<file path="src/rtl/spi_frame_receiver.sv">
// SPI mode-0 minion front end: synchronises cs/sclk/mosi into clk, deserialises one
// nbits word per chip-select frame into a push strobe and shifts a pull word onto miso.
module spi_frame_receiver #(
  parameter int unsigned nbits       = 32,
  parameter int unsigned sync_stages = 2
) (
  input  logic             clk,
  input  logic             rst,
  input  logic             cs,
  input  logic             sclk,
  input  logic             mosi,
  output logic             miso,
  output logic [nbits-1:0] push_msg,
  output logic             push_en,
  input  logic [nbits-1:0] pull_msg,
  output logic             pull_en,
  output logic             parity,
  output logic             frame_err
);
  localparam int unsigned   CW       = $clog2(nbits + 2);
  localparam logic [CW-1:0] CNT_FULL = CW'(nbits);
  localparam logic [CW-1:0] CNT_SAT  = CW'(nbits + 1);
  localparam logic [1:0]    FLUSH    = 2'(sync_stages);

  typedef enum logic [1:0] {IDLE, ACTIVE, DONE, RESYNC} state_e;

  logic [sync_stages-1:0] cs_sync_q, sclk_sync_q, mosi_sync_q;
  logic                   cs_hist_q, sclk_hist_q;
  logic                   cs_s, sclk_s, mosi_s;
  logic                   cs_rise, cs_fall, sclk_rise, sclk_fall;

  state_e                 state_q;
  logic [1:0]             flush_q;
  logic [CW-1:0]          cnt_q;
  logic [nbits-1:0]       rx_q, tx_q, push_msg_q;
  logic                   miso_q, push_en_q, pull_en_q, parity_q, frame_err_q;

  always_ff @(posedge clk) begin
    if (rst) begin
      cs_sync_q   <= '1;
      sclk_sync_q <= '0;
      mosi_sync_q <= '0;
      cs_hist_q   <= 1'b1;
      sclk_hist_q <= 1'b0;
    end else begin
      cs_sync_q   <= {cs_sync_q[sync_stages-2:0], cs};
      sclk_sync_q <= {sclk_sync_q[sync_stages-2:0], sclk};
      mosi_sync_q <= {mosi_sync_q[sync_stages-2:0], mosi};
      cs_hist_q   <= cs_s;
      sclk_hist_q <= sclk_s;
    end
  end

  assign cs_s      = cs_sync_q[sync_stages-1];
  assign sclk_s    = sclk_sync_q[sync_stages-1];
  assign mosi_s    = mosi_sync_q[sync_stages-1];
  assign cs_fall   = cs_hist_q & ~cs_s;
  assign cs_rise   = ~cs_hist_q & cs_s;
  assign sclk_rise = ~sclk_hist_q & sclk_s;
  assign sclk_fall = sclk_hist_q & ~sclk_s;

  always_ff @(posedge clk) begin
    if (rst) begin
      state_q     <= RESYNC;
      flush_q     <= FLUSH;
      cnt_q       <= '0;
      rx_q        <= '0;
      tx_q        <= '0;
      push_msg_q  <= '0;
      miso_q      <= 1'b0;
      push_en_q   <= 1'b0;
      pull_en_q   <= 1'b0;
      parity_q    <= 1'b0;
      frame_err_q <= 1'b0;
    end else begin
      push_en_q   <= 1'b0;
      pull_en_q   <= 1'b0;
      frame_err_q <= 1'b0;
      case (state_q)
        // The synchroniser still shows idle levels right after reset, so the cs
        // decision waits until the real pin level has flushed through it.
        RESYNC: begin
          if (flush_q != 2'd0) flush_q <= flush_q - 2'd1;
          else if (cs_s)       state_q <= IDLE;
        end
        IDLE: begin
          if (cs_fall) begin
            state_q   <= ACTIVE;
            pull_en_q <= 1'b1;
            cnt_q     <= '0;
            rx_q      <= '0;
          end
        end
        ACTIVE: begin
          if (cs_rise) begin
            state_q <= DONE;
          end else if (pull_en_q) begin
            // tx_q holds the bits still to follow the one already on miso.
            miso_q <= pull_msg[nbits-1];
            tx_q   <= {pull_msg[nbits-2:0], 1'b0};
          end else begin
            if (sclk_rise) begin
              if (cnt_q < CNT_FULL) rx_q <= {rx_q[nbits-2:0], mosi_s};
              if (cnt_q != CNT_SAT) cnt_q <= cnt_q + 1'b1;
            end
            if (sclk_fall) begin
              miso_q <= tx_q[nbits-1];
              tx_q   <= {tx_q[nbits-2:0], 1'b0};
            end
          end
        end
        DONE: begin
          if (cnt_q == CNT_FULL) begin
            push_en_q  <= 1'b1;
            push_msg_q <= rx_q;
            parity_q   <= ^rx_q;
          end else begin
            frame_err_q <= 1'b1;
          end
          state_q <= IDLE;
        end
      endcase
    end
  end

  assign miso      = miso_q;
  assign push_msg  = push_msg_q;
  assign push_en   = push_en_q;
  assign pull_en   = pull_en_q;
  assign parity    = parity_q;
  assign frame_err = frame_err_q;

endmodule
</file>
<file path="config.mk">
export PLATFORM = sky130hd
export DESIGN_NAME = spi_frame_receiver
export DESIGN_NICKNAME = d
export VERILOG_FILES = /design/src/rtl/spi_frame_receiver.sv
export SDC_FILE = /design/constraint.sdc
export NUM_CORES = 1
export LEC_CHECK = 0
export CAP_MARGIN = 0
export CORE_UTILIZATION = 45
export DETAILED_ROUTE_END_ITERATION = 8
export HOLD_SLACK_MARGIN = 0.1
export PLACE_DENSITY = 0.7
export SYNTH_ARGS = -nofsm -noshare
export SYNTH_HDL_FRONTEND = slang
export SYNTH_SLANG_ARGS = --single-unit
</file>
<file path="constraint.sdc">
create_clock -name clk -period 1.6 [get_ports clk]
set_input_delay 0.32 -clock clk [delete_from_list [all_inputs] [get_ports clk]]
set_output_delay 0.32 -clock clk [all_outputs]
set_load 0.05 [all_outputs]
</file>
==> Word-level counts from Yosys, hierarchy flattened <==
Cells that the tools add are included.
{ "totals": {"register_bits": 119, "ram_bits": 0, "romBits": 0, "n_memories": 0, "in_bits": 37, "word_cells": 81, "output_inout_bits": 37, "latchBits": 0} }
{ "classes": {"order_cmp": 1, "n_reduce_logical": 13, "bitwise_logic": 11, "div": 0, "shift": 0, "n_mux": 24, "n_eq_ne": 14, "n_addsub": 2, "mul": 0} }
{ "ops": {"columns": ["cell", "count"], "rows": [
  ["2-to-1 mux 32 bit", 7],
  ["one-hot mux 32 bit (2 select lines)", 1],
  ["XOR reduction 32 bit", 1],
  ["2-to-1 mux 6 bit", 5],
  ["inequality test 2 bit, second input constant", 9],
  ["one-hot mux 6 bit (2 select lines)", 1],
  ["AND reduction 6 bit", 2],
  ["2-to-1 mux 2 bit", 4],
  ["one-hot mux 2 bit (4 select lines)", 1],
  ["inverter 1 bit", 7],
  ["adder 6 x 1 -> 6 bit, second input constant", 1],
  ["== test 6 bit, second input constant", 1],
  ["< comparator 6 bit, second input constant", 1],
  ["inequality test 6 bit, second input constant", 1],
  ["nonzero test 2 bit", 3],
  ["2-to-1 mux 1 bit", 5],
  ["bitwise AND 1 bit", 4],
  ["== test 2 bit, second input constant", 2],
  ["AND reduction 2 bit", 2],
  ["AND reduction 4 bit", 1],
  ["OR reduction 2 bit", 2],
  ["AND reduction 3 bit", 1],
  ["== test 2 x 1 -> 1 bit, second input constant", 1],
  ["zero test 2 bit", 1],
  ["subtractor 2 x 1 -> 2 bit, second input constant", 1]
]} }

==> Depth between registers and ports, before layout <==
Gate-level depths: netlist (run 1).
{ "depth": {"depth_word": 6, "mapped_depth": 8, "ltp_nobuf": 6} }

==> Least setup slack after synthesis (run 1) <==
Ideal clock, no wire load.
{ "synth_path": {"path_kind": "reg-to-reg", "from": "reg pull_en_q (netlist: pull_en)", "to": "reg tx_q[10]", "required_time_ns": 1.466, "arrival_ns": 1.634, "setup_slack_ns": -0.168, "setup_time_ns": 0.134, "stages_incl_launch_ff": 5, "path_cell_list": "dfxtp_1 -> buf_2 -> clkbuf_1 -> mux2i_1 -> a211oi_1"} }
{ "synth_via": {"elab_chain_len": 2} }
{ "synth_rtl": {"columns": ["item", "line", "source"], "rows": [
  ["start, declared", "36", "logic miso_q, push_en_q, pull_en_q, parity_q, frame_err_q;"],
  ["start signal, assigned", "72", "pull_en_q <= 1'b0;"],
  ["start signal, assigned", "77", "pull_en_q <= 1'b0;"],
  ["start signal, assigned", "89", "pull_en_q <= 1'b1;"],
  ["nonzero test 2 bit (no line)", null, null],
  ["AND reduction 3 bit (no line)", null, null],
  ["end signal, assigned", "100", "tx_q <= {pull_msg[nbits-2:0], 1'b0};"],
  ["end signal, assigned", "108", "tx_q <= {tx_q[nbits-2:0], 1'b0};"],
  ["end, declared", "35", "logic [nbits-1:0] rx_q, tx_q, push_msg_q;"]
]} }
Parallel ways exist; a longest one is shown, timed or not.
A chain may end at the register's enable or synchronous reset.

==> Worst setup path after layout (run 1) <==
{ "layout_path": {"from": "reg cnt_q[2]", "to": "reg push_msg_q[26] (netlist: push_msg[26])"} }
{ "layout_via": {"elab_chain_len": 2} }
{ "layout_rtl": {"columns": ["item", "line", "source"], "rows": [
  ["start, declared", "34", "logic [CW-1:0] cnt_q;"],
  ["start signal, assigned", "104", "if (cnt_q != CNT_SAT) cnt_q <= cnt_q + 1'b1;"],
  ["== test 6 bit", "113", "if (cnt_q == CNT_FULL) begin"],
  ["AND reduction 2 bit (no line)", null, null],
  ["end signal, assigned", "115", "push_msg_q <= rx_q;"],
  ["end, declared", "35", null]
]} }
No other way between the ends.

==> run_results.csv, run 1 <==
group,metric,value,unit
timing,rsz0062_at_grt,"yes",
yosys,synth_nets,591,
route,drc,0,
route,drt-initial-drc-count,148,
yosys,yosysMostFrequentCell,"dfxtp_1",
timing,setup_viol,65,
power,vdd_drop_max,0.835,mV
critical_path,crit_type,"reg2reg",
clock_network,cts-root-buf,"clkbuf_8",
timing,clock-skew-final,7.95,ps
placed_design,placedCellCount,744,
placed_design,io_buffer_count,73,
grt,globalRouteTotalUtil,19.7,%
run_status,status,"finished, violations left",
timing,hold_viol,0,
critical_path,cpLargestDelayFamily,"simple AND/OR/NAND/NOR gates",
yosys,ys_ff_latch,118,
layout,final_area,7060,um^2
route,post_drt_wl_per_cell,15.3,um
grt,grt_max_degree,69,
critical_path,crit_path_end_kind,"register",
route,first_pass_iters,5,
yosys,synth_warnings,0,
timing,slew_violations,0,
clock_network,numCtsBuffers,17,
yosys,syn_avg_cell_area,8.89,um^2
floorplanning,rows,37,
clock_network,clock-sinks,118,
clock_network,clk_latency,520,ps
critical_path,critPathLaunchType,"register",
yosys,synth-edff-count,0,
yosys,synthTopCellsByCount,"dfxtp_1 (118), nand2_1 (93), a21oi_1 (67)",
power,p_total,7.68,mW
floorplanning,die-area,11300,um^2
grt,grt_overflow_total,0,
placed_design,pre_cts_ws,-26.5,ps
timing,period_minus_slack,1650,ps
route,num_vias,4203,
route,wirelength,12.2,mm
clock_network,tritoncts,"done",
yosys,yosysTopAreaCell,"dfxtp_1",
run_status,violations,"setup timing",
clock_network,cts_hold_buf,0,
layout,final_nets,690,
timing,post-route-period-util,103,%
placed_design,dp_hpwl,6.39,mm
placed_design,dpl_cell_area,5860,um^2
yosys,seq_area_frac_synth,48.3,%
yosys,netlist_area,4890,um^2
floorplanning,core,10400,um^2
critical_path,cpPeakStageDelay,420,ps
power,leakage,2.44,nW
layout,drive_above_1_share,29.3,%
floorplanning,pin_count,74,
yosys,synth_top_flop_cell,"dfxtp_1",
grt,grt_antenna_before_repair,0,
clock_network,h-tree-depth,4,
critical_path,cp.required,2000,ps
grt,grt_pass1_wl,17.6,mm
yosys,post-synth-top-area-fraction,48.3,%
critical_path,cp.buffers_inverters,1,
floorplanning,die_h,106,um
timing,timing.final.ws_setup,-50.4,ps
critical_path,path_cells,"nor4b_4 -> nand2_2 -> or3_4 -> clkbuf_16 -> nand2_1 -> a21oi_1",
critical_path,worstPathArrival,2050,ps
timing,worstMarginPinSlew,481,ps
timing,clock.fmax,606,MHz
placed_design,gp_congestion,0.702,
clock_network,clk_path_buf_depth,2,
power,pwr_density_cell,1090,nW/um^2
worst_hold_path,hold_class,"in2reg",
yosys,netlist_instances,550,
critical_path,cpMaxStageDelayCell,"or3_4",
floorplanning,die_x,106,um
grt,first_global_vias,3823,
yosys,synth_cell_types,39,
timing,tns,-1450,ps
yosys,ys_async_sr_fraction,0,%
route,antenna_left,0,
run,drv_cap,0,
clock_network,clk_pin_slew_worst_paths,50,ps
layout,diodes,0,
critical_path,worstPathMaxFanout,8,
layout,fillers,798,
layout,syn_to_final_growth,44.4,%
route,viasPerCell,5.27,
yosys,synth_area_leaders,"dfxtp_1 (48%), nand2_1 (7.1%), a21oi_1 (6.9%)",
timing,slew_headroom,67.1,%
layout,layout.cells.non_filler,798,
floorplanning,initial_core_util,47.0,%
==> routing by layer <==
| metal | vias to the layer above | GRT usage (%) | wire length [um] |
|---|---|---|---|
| li1 | 2068 | - | - |
| met1 | 2006 | 22.2 | 4920 |
| met2 | 110 | 34.2 | 6470 |
| met3 | 19 | 6.32 | 627 |
| met4 | 0 | 8.23 | 229 |
| met5 | - | 0 | 0 |
==> cells by family after synthesis <==
group                      synth area share, %
buffers and inverters                     5.07
AOI/OAI and AO/OA                         13.6
xor gates and xnor gates                  6.45
adders and majority gates                 1.02
and+or+nand+nor                           19.1
DFF                                       48.3
muxes                                     6.55
==> flip-flops by register name (all words and copies together) (netlist names), 2 cells and up <==
| signal | flops |
|---|---|
| push_msg | 32 |
| rx_q | 32 |
| tx_q | 31 |
| cnt_q | 6 |
| cs_sync_q | 2 |
| flush_q | 2 |
| mosi_sync_q | 2 |
| sclk_sync_q | 2 |
| state_q | 2 |
==> cell type report <==
cell class	instances	area, um^2	area share, %
sequential	118	2380	33.7
inverter	6	22.5	0.319
multi-input combinational	384	2520	35.7
clock inverter	9	100	1.42
tap	136	170	2.41
timing repair buffer	122	1400	19.9
clock buffer	23	467	6.61
==> placed cells by master (no fill, tap or decap), drive strengths merged, types with 2 or more instances in the layout <==
cell | synthesis | layout
a211oi | 32 | 32
clkdlybuf4s50 | 0 | 35
buf | 25 | 78
a31oi | 2 | 2
nor2 | 43 | 43
dfxtp | 118 | 118
nor4b | 2 | 2
nand2 | 103 | 103
mux2i | 32 | 32
clkinvlp | 0 | 2
xor2 | 8 | 8
a21oi | 68 | 68
or2 | 4 | 4
nand2b | 4 | 4
bufinv | 0 | 2
nand3 | 34 | 34
xnor2 | 28 | 28
nor2b | 6 | 6
nand4 | 3 | 3
clkbuf | 17 | 30
inv | 6 | 6
clkinv | 0 | 5
bufbuf | 0 | 2
ha | 4 | 4
==> final timing paths <==
| path | from | end | slack (ps) | cells past startpoint |
|---|---|---|---|---|
| worst max register to register | cnt_q[2]$_SDFFE_PP0P_ | push_msg[26]$_SDFFE_PP0P_ | -50 | 6 |
| worst max-delay path | cnt_q[2]$_SDFFE_PP0P_ | push_msg[26]$_SDFFE_PP0P_ | -50 | 6 |
| worst min-delay path | rst | push_msg[10]$_SDFFE_PP0P_ | 140 | 2 |
| worst min register to register | cs_sync_q[0]$_SDFF_PP1_ | cs_sync_q[1]$_SDFF_PP1_ | 420 | 1 |
==> power by group <==
part	switching [mW]	leakage (nW)	internal [mW]
registers	0.0675	0.955	3.03
logic	0.557	1.21	0.404
clock network	1.29	0.278	2.32
total	1.92	2.44	5.76
==> per-stage QoR <==
stage | utilization, % | hold WS (ps)
5_1_grt | 67.8 | 135
3_3_place_gp | 56.3 | 397
2_1_floorplan | - | 389
4_1_cts | 62.6 | 130
6_report | 67.8 | 139
3_5_place_dp | 56.3 | 398
==> worst register-to-register path, cell delays in order (launching register included) <==
cell       delay (ps)
dfxtp_2           330
nor4b_4           320
nand2_2           120
or3_4             420
clkbuf_16         210
nand2_1            70
a21oi_1            60
==> timing repair <==
action,CTS,global route
gates resized for setup,8,63
buffers inserted,0,11
setup endpoints to repair,14,99
gates cloned,2,9
pin swaps,1,35
Note: power is estimated with default switching activity, not from simulation.
==> run 2: changes to the inputs <==
--- a/config.mk
+++ b/config.mk
@@ -8,5 +8,5 @@
 export CAP_MARGIN = 0
+export CORE_MARGIN = 3
 export CORE_UTILIZATION = 45
 export DETAILED_ROUTE_END_ITERATION = 8
-export HOLD_SLACK_MARGIN = 0.1
 export PLACE_DENSITY = 0.7
==> constraint.sdc (replaced) <==
create_clock -name clk -period 1.6 [get_ports clk]
set_input_delay 0.24 -clock clk [delete_from_list [all_inputs] [get_ports clk]]
set_output_delay 0.24 -clock clk [all_outputs]
set_load 0.05 [all_outputs]
==> run_results.csv, run 2 (synthesis gave the netlist of run 1 again) <==
group,metric,value,unit
layout,diodes,0,
layout,drive_above_1_share,20.4,%
timing,timing.final.ws_setup,6.96,ps
critical_path,cp.required,2050,ps
layout,multi_input_area,2340,um^2
power,vdd_drop_max,0.587,mV
placed_design,gp_congestion,0.779,
timing,slew_headroom,53.1,%
timing,slew_violations,0,
route,drt-initial-drc-count,209,
timing,period_minus_slack,1590,ps
clock_network,cts_hold_buf,0,
timing,tns,0,ps
layout,mostFrequentLayoutCells,"dfxtp_1 (113), nand2_1 (93), a21oi_1 (65)",
floorplanning,die_x,110,um
timing,clock-skew-final,4.12,ps
layout,layout.cells.non_filler,777,
route,num_vias,4062,
route,post_drt_wl_per_cell,14.2,um
grt,grt_max_degree,75,
timing,worstMarginPinSlew,686,ps
floorplanning,die-area,12200,um^2
grt,first_global_vias,3975,
clock_network,tritoncts,"done",
route,antenna_left,0,
critical_path,crit_type,"reg2reg",
clock_network,numCtsBuffers,17,
layout,syn_to_final_growth,33.5,%
route,drc,0,
timing,post-route-period-util,99.6,%
power,pwr_density_cell,1200,nW/um^2
critical_path,crit_path_end_kind,"register",
timing,clock.fmax,628,MHz
clock_network,cts-root-buf,"clkbuf_8",
critical_path,cpPeakStageDelay,360,ps
layout,final_nets,669,
layout,fillers,894,
floorplanning,initial_core_util,46.7,%
clock_network,clk_pin_slew_worst_paths,60,ps
critical_path,rrSetupSlack,7,ps
clock_network,clk_latency,520,ps
timing,rsz0062_at_grt,"yes",
route,viasPerCell,5.23,
critical_path,cpMaxStageDelayCell,"dfxtp_4",
critical_path,worstPathArrival,2040,ps
run_status,status,"complete, no violations",
timing,setup_viol,0,
power,leakage,2.22,nW
grt,globalRouteTotalUtil,17.9,%
timing,hold_viol,0,
grt,grt_antenna_before_repair,0,
grt,grt_overflow_total,0,
floorplanning,rows,37,
placed_design,io_buffer_count,73,
placed_design,dp_hpwl,6.58,mm
critical_path,critPathLaunchType,"register",
grt,grt_pass1_wl,17.2,mm
clock_network,clk_path_buf_depth,2,
floorplanning,pin_count,74,
critical_path,path_cells,"nor4b_4 -> a41oi_4 -> a21oi_4 -> clkbuf_16 -> nand3_1 -> a21oi_1",
power,p_total,7.86,mW
clock_network,clock-sinks,118,
route,first_pass_iters,6,
worst_hold_path,hold_class,"in2reg",
layout,layout_commonest_cell,"dfxtp_1",
clock_network,h-tree-depth,4,
run,drv_cap,0,
placed_design,pre_cts_ws,-17.4,ps
critical_path,worstPathMaxFanout,16,
route,wirelength,11.0,mm
layout,regArea,2370,um^2
floorplanning,die_h,110,um
placed_design,placedCellCount,738,
timing,whs,50.5,ps
floorplanning,core,10500,um^2
run 2: cell count changes in the layout (fill, tap and decap cells not counted), sizes merged:
cell and delta:
bufinv +2, clkinvlp +3, buf -15, clkbuf -9, bufbuf -2
run 2: stage by stage:
stage          cell area [um^2]  utilization [%]
2_1_floorplan              4900                -
3_3_place_gp               5740             54.9
3_5_place_dp               5740             54.9
4_1_cts                    6380             61.0
5_1_grt                    6530             62.4
6_report                   6530             62.4
run 2: power by group:
| part | switching [mW] | internal [mW] |
|---|---|---|
| clock | 1.36 | 2.55 |
| combinational | 0.495 | 0.358 |
| sequential | 0.0676 | 3.03 |
run 2: critical path: cells and delay by family, from the launching register on:
family	cells	cell delay, ps
compound gates	3	500
simple gates	2	440
flops	1	360
buf+inv	1	220
run 2: path summary, 6_finish.rpt:
check                                                to  cells after the start                    start
worst min register to register  cs_sync_q[1]$_SDFF_PP1_                      1  cs_sync_q[0]$_SDFF_PP1_
worst max register to register     rx_q[9]$_SDFFE_PP0P_                      6  state_q[1]$_SDFFE_PP1P_
worst min-delay path             sclk_hist_q$_SDFF_PP0_                      2                      rst
worst max-delay path               rx_q[9]$_SDFFE_PP0P_                      6  state_q[1]$_SDFFE_PP1P_
run 2: routing by layer:
layer	wire length (um)	GRT usage (%)
met4	201	8.18
met1	4810	19.7
met3	503	5.88
met5	0	0
met2	5500	31.2
run 2: area by class of cell:
class / count / share of cell area, %
inverter: 6 / 0.345
clock buffer: 18 / 6.55
tap: 136 / 2.61
clock inverter: 14 / 2.80
multi-input combinational: 384 / 35.9
timing repair buffer: 101 / 15.5
sequential: 118 / 36.3
run 2: repair_timing:
| item | in CTS | in global routing |
|---|---|---|
| cloned | 0 | 5 |
| resized for setup | 4 | 14 |
| setup buffers | 1 | 1 |
| pin swaps | 0 | 4 |
| setup endpoints to repair | 3 | 103 |
